[src/rtl/fix_checksum_engine.sv]
// fix_checksum_engine: per-channel FIX tag-10 checksum calculator and verifier.
// Ports:
//   clk, rst          : clock and synchronous active-high reset
//   data_i, valid_i   : message byte and its qualifier
//   ch_i, start_i     : channel of the byte; byte is the first of a message
//   done_o            : one-cycle result pulse for channel ch_o
//   checksum_o        : computed checksum (mod 256)
//   rx_checksum_o     : value decoded from the "10=" field
//   match_o, err_o    : checksum agreed / message ended abnormally
//   err_code_o        : 0 none, 1 bad checksum field, 2 restarted, 3 too long
module fix_checksum_engine #(
  parameter int NUM_CH = 4,
  parameter int MAX_LEN = 4096,
  localparam int CH_W = (NUM_CH > 1) ? $clog2(NUM_CH) : 1,
  localparam int LEN_W = $clog2(MAX_LEN + 1)
) (
  input  logic            clk,
  input  logic            rst,
  input  logic [7:0]      data_i,
  input  logic            valid_i,
  input  logic [CH_W-1:0] ch_i,
  input  logic            start_i,
  output logic            done_o,
  output logic [CH_W-1:0] ch_o,
  output logic [7:0]      checksum_o,
  output logic [7:0]      rx_checksum_o,
  output logic            match_o,
  output logic            err_o,
  output logic [1:0]      err_code_o
);
  localparam logic [7:0] SOH = 8'h01;
  localparam logic [7:0] ONE = 8'h31;
  localparam logic [7:0] ZERO = 8'h30;
  localparam logic [7:0] EQ = 8'h3D;
  localparam logic [7:0] TAG_ADJ = 8'h61;
  localparam logic [CH_W:0] NCH = (CH_W + 1)'(NUM_CH);
  localparam logic [LEN_W-1:0] MAX_L = LEN_W'(MAX_LEN);

  typedef enum logic [2:0] {IDLE, BODY, TAG1, TAG0, DIGITS} state_t;

  state_t           st   [NUM_CH];
  logic [7:0]       sum  [NUM_CH];
  logic [LEN_W-1:0] cnt  [NUM_CH];
  logic [7:0]       val  [NUM_CH];
  logic [1:0]       dc   [NUM_CH];
  logic             big  [NUM_CH];
  logic             psoh [NUM_CH];

  logic             acc, rep, digit, nbig;
  logic [CH_W-1:0]  c;
  state_t           cs, ns;
  logic [7:0]       nsum, nval;
  logic [LEN_W-1:0] ncnt;
  logic [1:0]       ndc, code;
  logic [9:0]       prod;

  assign acc = valid_i && ({1'b0, ch_i} < NCH);
  // Out-of-range channels are never accepted; park the lookup on channel 0.
  assign c = acc ? ch_i : '0;
  assign cs = st[c];
  assign digit = (data_i >= 8'h30) && (data_i <= 8'h39);
  // At most two digits precede this one, so the value is <= 99 and 10 bits suffice.
  assign prod = 10'(val[c]) * 10'd10 + 10'(data_i - ZERO);

  always_comb begin
    ns = cs;
    nsum = sum[c];
    ncnt = cnt[c];
    nval = val[c];
    ndc = dc[c];
    nbig = big[c];
    rep = 1'b0;
    code = 2'd0;
    if (start_i) begin
      rep = cs != IDLE;
      code = (cs != IDLE) ? 2'd2 : 2'd0;
      ns = BODY;
      nsum = data_i;
      ncnt = LEN_W'(1);
      nval = '0;
      ndc = '0;
      nbig = 1'b0;
    end else if (cs != IDLE) begin
      if (cnt[c] == MAX_L) begin
        rep = 1'b1;
        code = 2'd3;
        ns = IDLE;
      end else begin
        ncnt = cnt[c] + LEN_W'(1);
        case (cs)
          BODY: begin
            nsum = sum[c] + data_i;
            ns = (psoh[c] && data_i == ONE) ? TAG1 : BODY;
          end
          TAG1: begin
            nsum = sum[c] + data_i;
            ns = (data_i == ZERO) ? TAG0 : BODY;
          end
          TAG0: begin
            // "1" and "0" were summed speculatively; take them back out on '='.
            nsum = (data_i == EQ) ? sum[c] - TAG_ADJ : sum[c] + data_i;
            ns = (data_i == EQ) ? DIGITS : BODY;
            nval = '0;
            ndc = '0;
            nbig = 1'b0;
          end
          DIGITS: begin
            if (digit && dc[c] != 2'd3) begin
              nval = prod[7:0];
              ndc = dc[c] + 2'd1;
              nbig = big[c] | (prod > 10'd255);
            end else begin
              rep = 1'b1;
              code = (data_i == SOH && dc[c] == 2'd3 && !big[c]) ? 2'd0 : 2'd1;
              ns = IDLE;
            end
          end
          default: ns = IDLE;
        endcase
      end
    end
  end

  always_ff @(posedge clk) begin
    for (int k = 0; k < NUM_CH; k++) begin
      if (rst) begin
        st[k] <= IDLE;
        sum[k] <= '0;
        cnt[k] <= '0;
        val[k] <= '0;
        dc[k] <= '0;
        big[k] <= 1'b0;
        psoh[k] <= 1'b0;
      end else if (acc && c == CH_W'(k)) begin
        st[k] <= ns;
        sum[k] <= nsum;
        cnt[k] <= ncnt;
        val[k] <= nval;
        dc[k] <= ndc;
        big[k] <= nbig;
        psoh[k] <= data_i == SOH;
      end
    end
  end

  always_ff @(posedge clk) begin
    if (rst) begin
      done_o <= 1'b0;
      ch_o <= '0;
      checksum_o <= '0;
      rx_checksum_o <= '0;
      match_o <= 1'b0;
      err_o <= 1'b0;
      err_code_o <= '0;
    end else begin
      done_o <= acc && rep;
      if (acc && rep) begin
        ch_o <= c;
        checksum_o <= sum[c];
        rx_checksum_o <= (code == 2'd0) ? val[c] : 8'd0;
        match_o <= code == 2'd0 && sum[c] == val[c];
        err_o <= code != 2'd0;
        err_code_o <= code;
      end
    end
  end
endmodule

[config.mk]
export PLATFORM = sky130hd
export DESIGN_NAME = fix_checksum_engine
export DESIGN_NICKNAME = d
export VERILOG_FILES = /design/src/rtl/fix_checksum_engine.sv
export SDC_FILE = /design/constraint.sdc
export NUM_CORES = 1
export LEC_CHECK = 0
export CORE_ASPECT_RATIO = 1.2
export CORE_UTILIZATION = 35
export CTS_CLUSTER_DIAMETER = 60
export DETAILED_ROUTE_END_ITERATION = 6
export SYNTH_ARGS = -nofsm -noshare
export SYNTH_HDL_FRONTEND = slang
export SYNTH_SLANG_ARGS = --single-unit
[constraint.sdc]
create_clock -name clk -period 6.19 [get_ports clk]
set_input_delay 1.857 -clock clk [delete_from_list [all_inputs] [get_ports clk]]
set_output_delay 1.857 -clock clk [all_outputs]
set_load 0.05 [all_outputs]
==> impl_summary.log <==
INFO  metric insertion_delay = between 400 and 500 ps
INFO  metric cts_post_setup_buffers_inserted = 0
INFO  metric coreArea = 0.02619 mm2
INFO  metric min_from = rx_checksum_o[3]
INFO  metric multiInputGateArea = 0.004189 mm2
INFO  metric drtIter0Drc = approximately 750
INFO  metric synth_largest_area_cell = edfxtp_1
INFO  metric worst_r2r_startpoint = val[3][1]
INFO  metric synth-main-ff-cell = edfxtp_1
INFO  metric number_of_synthesized_flops_with_an_enable_pin = roughly 140
INFO  metric cp_slowest_stage_delay = 610 ps
INFO  metric synthesis.nets = 931
INFO  metric post-place-cells = 1257
INFO  metric cts_resized = 0
INFO  metric synth.area.top_cells = edfxtp_1 (46%), nor2_1 (6.7%), dfxtp_1 (5.0%), ha_1 (4.3%), mux2i_1 (3.2%)
INFO  metric buffer_and_inverter_count_on_the_worst_path = 3
INFO  metric final_nets = 990
INFO  metric outcome = finished clean
INFO  metric clock_skew = approximately 11 ps
INFO  metric most_numerous_cell_in_the_yosys_netlist = nor2_1
INFO  metric final_cell_count_no_fill = 1289
INFO  metric final_max_slew_viol_count = 0
INFO  metric track_usage = 0.2121
INFO  metric count_of_synthesis_stage_warnings_from_yosys = 0
INFO  metric seq_area_frac_synth = 0.5144
INFO  metric path_max_fanout = 5
INFO  metric finalWorstPathRequiredPeriod = 5804 ps
INFO  metric setup.worst_path.start = valid_i
INFO  metric finalHoldViolations = 0
INFO  metric min-delay-path-class = flop to flop
INFO  metric critPathKind = input pin to flop
INFO  metric drt-total-wl = 27790 um
INFO  metric cts_tree = done
INFO  metric synth_seq_cells = roughly 170
INFO  metric post_cts_hold_buffer_count = 0
INFO  metric remaining_drc_errors = 0
INFO  metric start_kind = input pin
INFO  metric detailroute.via_count = approximately 7300
INFO  metric routed_via_density = 5.662
INFO  metric critical_path_arrival = 5950 ps
INFO  metric ys_types = 71
INFO  metric power.static_leakage = 4.095 nW
INFO  metric drt-pass1-iter-count = 7
INFO  metric synth_common_cells = nor2_1 (167), edfxtp_1 (144), nand2_1 (43)
INFO  metric place.detailed.hpwl = 19630 um
INFO  metric grt_start_max_net_pins = 37
INFO  metric ir_worst_vdd = 0.0001941 V
INFO  metric wire_length_of_the_first_global_routing_pass = 42640 um
INFO  metric maxClockFrequency = around 170 MHz
INFO  metric clock_tree_root_buffer_cell = clkbuf_16
INFO  metric crit_path_cell_trace = clkdlybuf4s50_1, o21ai_1, a22oi_1, inv_1, ha_1, ha_1, fa_1, ha_1, inv_1, a21oi_1, o21ai_0, a21oi_1, o21ai_0, nor3b_1, nor3_1
INFO  metric worst-slew-pin-transition = approximately 1200 ps
INFO  metric synthesis.area = 0.009301 mm2
INFO  metric clk_pin_slew_worst_paths = 70 ps
INFO  metric synth_largest_type_area_fraction = 0.4649
INFO  metric die-height = 180.6 um
INFO  metric pre_cts_ws = 8.562 ps
INFO  metric gpl.final_weighted_congestion = 0.9035
INFO  metric clock_sinks = 167
INFO  metric buffer_ports.inserted = 36
INFO  metric cts.path.max_buffers = 2
INFO  metric totalPowerFinal = 2.983 mW
INFO  metric maxCapViolations = 0
INFO  metric cts_made_buffers = 17
INFO  metric floorplan.io_pins = 37
INFO  metric die-area = approximately 0.027 mm2
INFO  metric globalRouteOverflowTotal = 0
INFO  metric p_per_area = 274.8 mW/mm2
INFO  metric synth_cells = around 900
INFO  metric relSlewSlack = 0.2316
INFO  metric cp_slowest_cell = clkdlybuf4s50_1
INFO  metric post_synthesis_mean_instance_area = approximately 11 um2
INFO  metric sequential_cell_area = between 0.004 and 0.005 mm2
INFO  metric antenna_cells_inserted = 0
INFO  metric via_count_of_the_first_global_routing_pass = 7342
INFO  metric clock_tree.htree_level_count = 4
INFO  metric worstSetupEndpointType = flop
INFO  metric critical_path.most_common_cell = ha_1
INFO  metric drive_above_1_share = 0.1216
INFO  metric timing.final.ws_setup = 385.9 ps
INFO  metric synthToLayoutAreaGrowth = 16.69%
INFO  metric setup_viol_count_final = 0
INFO  metric rsz0062_at_grt = no
INFO  metric floorplan.rows = 65
INFO  metric routed_wire_length_per_instance = roughly 22 um
INFO  metric initial_core_util = 0.3552
INFO  metric antenna_violations_before_repair = 1
INFO  metric antenna_violation_net_count_after_detailed_routing = 0
INFO  metric filler_cell_count = 2595
INFO  metric kind_of_cell_adding_the_most_delay_to_the_critical_path = adder cells
INFO  metric crit_required = approximately 6300 ps
INFO  metric async_reset_ff_frac = 0
INFO  metric die_x = between 150 and 200 um
INFO  metric final.period_utilization = 0.9377
[registers in the layout, summed over array words and instances (netlist names)]
name	count
val	32
sum	32
psoh	4
done_o	1
match_o	1
rx_checksum_o	8
st	12
dc	8
err_code_o	2
big	4
cnt	52
checksum_o	8
ch_o	2
err_o	1
[per-layer routing]
metal / share of wire / wire length (um) / track usage / up-vias
met4: 0.028 / 766 / 0.07280 / 0
met3: 0.067 / 1862 / 0.04025 / 49
met5: 0 / 0 / 0 / -
li1: - / - / - / 3384
met1: 0.43 / 11880 / 0.2823 / 3583
met2: 0.48 / 13280 / 0.3420 / 282
[worst min-delay path, stage by stage, from the launching register on]
cell and delay (ps):
dfxtp_1 320, nand2_1 50, a21oi_1 50
[cell usage in the layout (no fill, tap or decap), types with 4 or more instances in the layout]
cell type and instances:
nand2_1 43, dfxtp_1 23, nand3b_1 4, nor2_1 167, a21oi_1 42, a221o_1 4
o2bb2ai_1 9, o21ai_0 22, o21bai_1 4, and3b_1 5, nand2b_1 8, edfxtp_1 144
or4_1 4, clkinv_4 4, o22ai_1 15, buf_4 49, nor4_1 7, xor2_1 7
or2_2 4, clkbuf_16 17, nor3_1 31, xnor2_1 32, ha_1 32, a21o_1 9
o211ai_1 6, or3_1 4, mux2_2 20, inv_1 32, nand3_1 15, a22oi_1 14
clkdlybuf4s50_1 34, and3_1 7, a31oi_1 7, nor2b_1 11, mux2i_1 30, a2bb2oi_1 13
[final cells by class]
class	count	share of cell area
Sequential cell	167	0.4408
Inverter	33	0.01141
Clock buffer	18	0.03954
Timing Repair Buffer	87	0.06986
Multi-Input combinational cell	635	0.3859
Clock inverter	14	0.01383
Tap cell	335	0.03862
[logic make-up after synthesis]
kind of cell,after synthesis,synth area share
compound gates,185,0.1415
xor+xnor,39,0.03672
fa+ha+maj,35,0.04950
buf+inv,80,0.03672
flops,167,0.5144
mux,50,0.05650
simple gates,326,0.1646
[stage by stage]
| step | hold WS, ps | cell area [um2] | util | TNS (ps) |
|---|---|---|---|---|
| after detailed placement | 449.2 | 10270 | 0.3924 | 0 |
| after global placement | 451.3 | 10270 | 0.3924 | -39.16 |
| after floorplan | 539.0 | 9301 | - | 0 |
| final | 463.6 | 10850 | 0.4145 | 0 |
| after CTS | 467.5 | 10850 | 0.4145 | 0 |
| after global routing | 484.9 | 10850 | 0.4145 | 0 |
[path summary, 6_finish.rpt]
kind / endpoint / slack [ps] / cells past startpoint
hold reg to reg: rx_checksum_o[3] / 460 / 2
setup / recovery: big[3] / 390 / 15
setup reg to reg: big[3] / 2050 / 16
hold / removal: rx_checksum_o[3] / 460 / 2
[power by group]
part           internal, mW  total [mW]  leakage (nW)  switching, mW
registers              1.28        1.30          1.70         0.0198
logic                 0.231       0.617          2.12          0.386
clock network         0.598        1.06         0.279          0.467
total                  2.11        2.98          4.10          0.873
(Power assumes the default switching activity.)
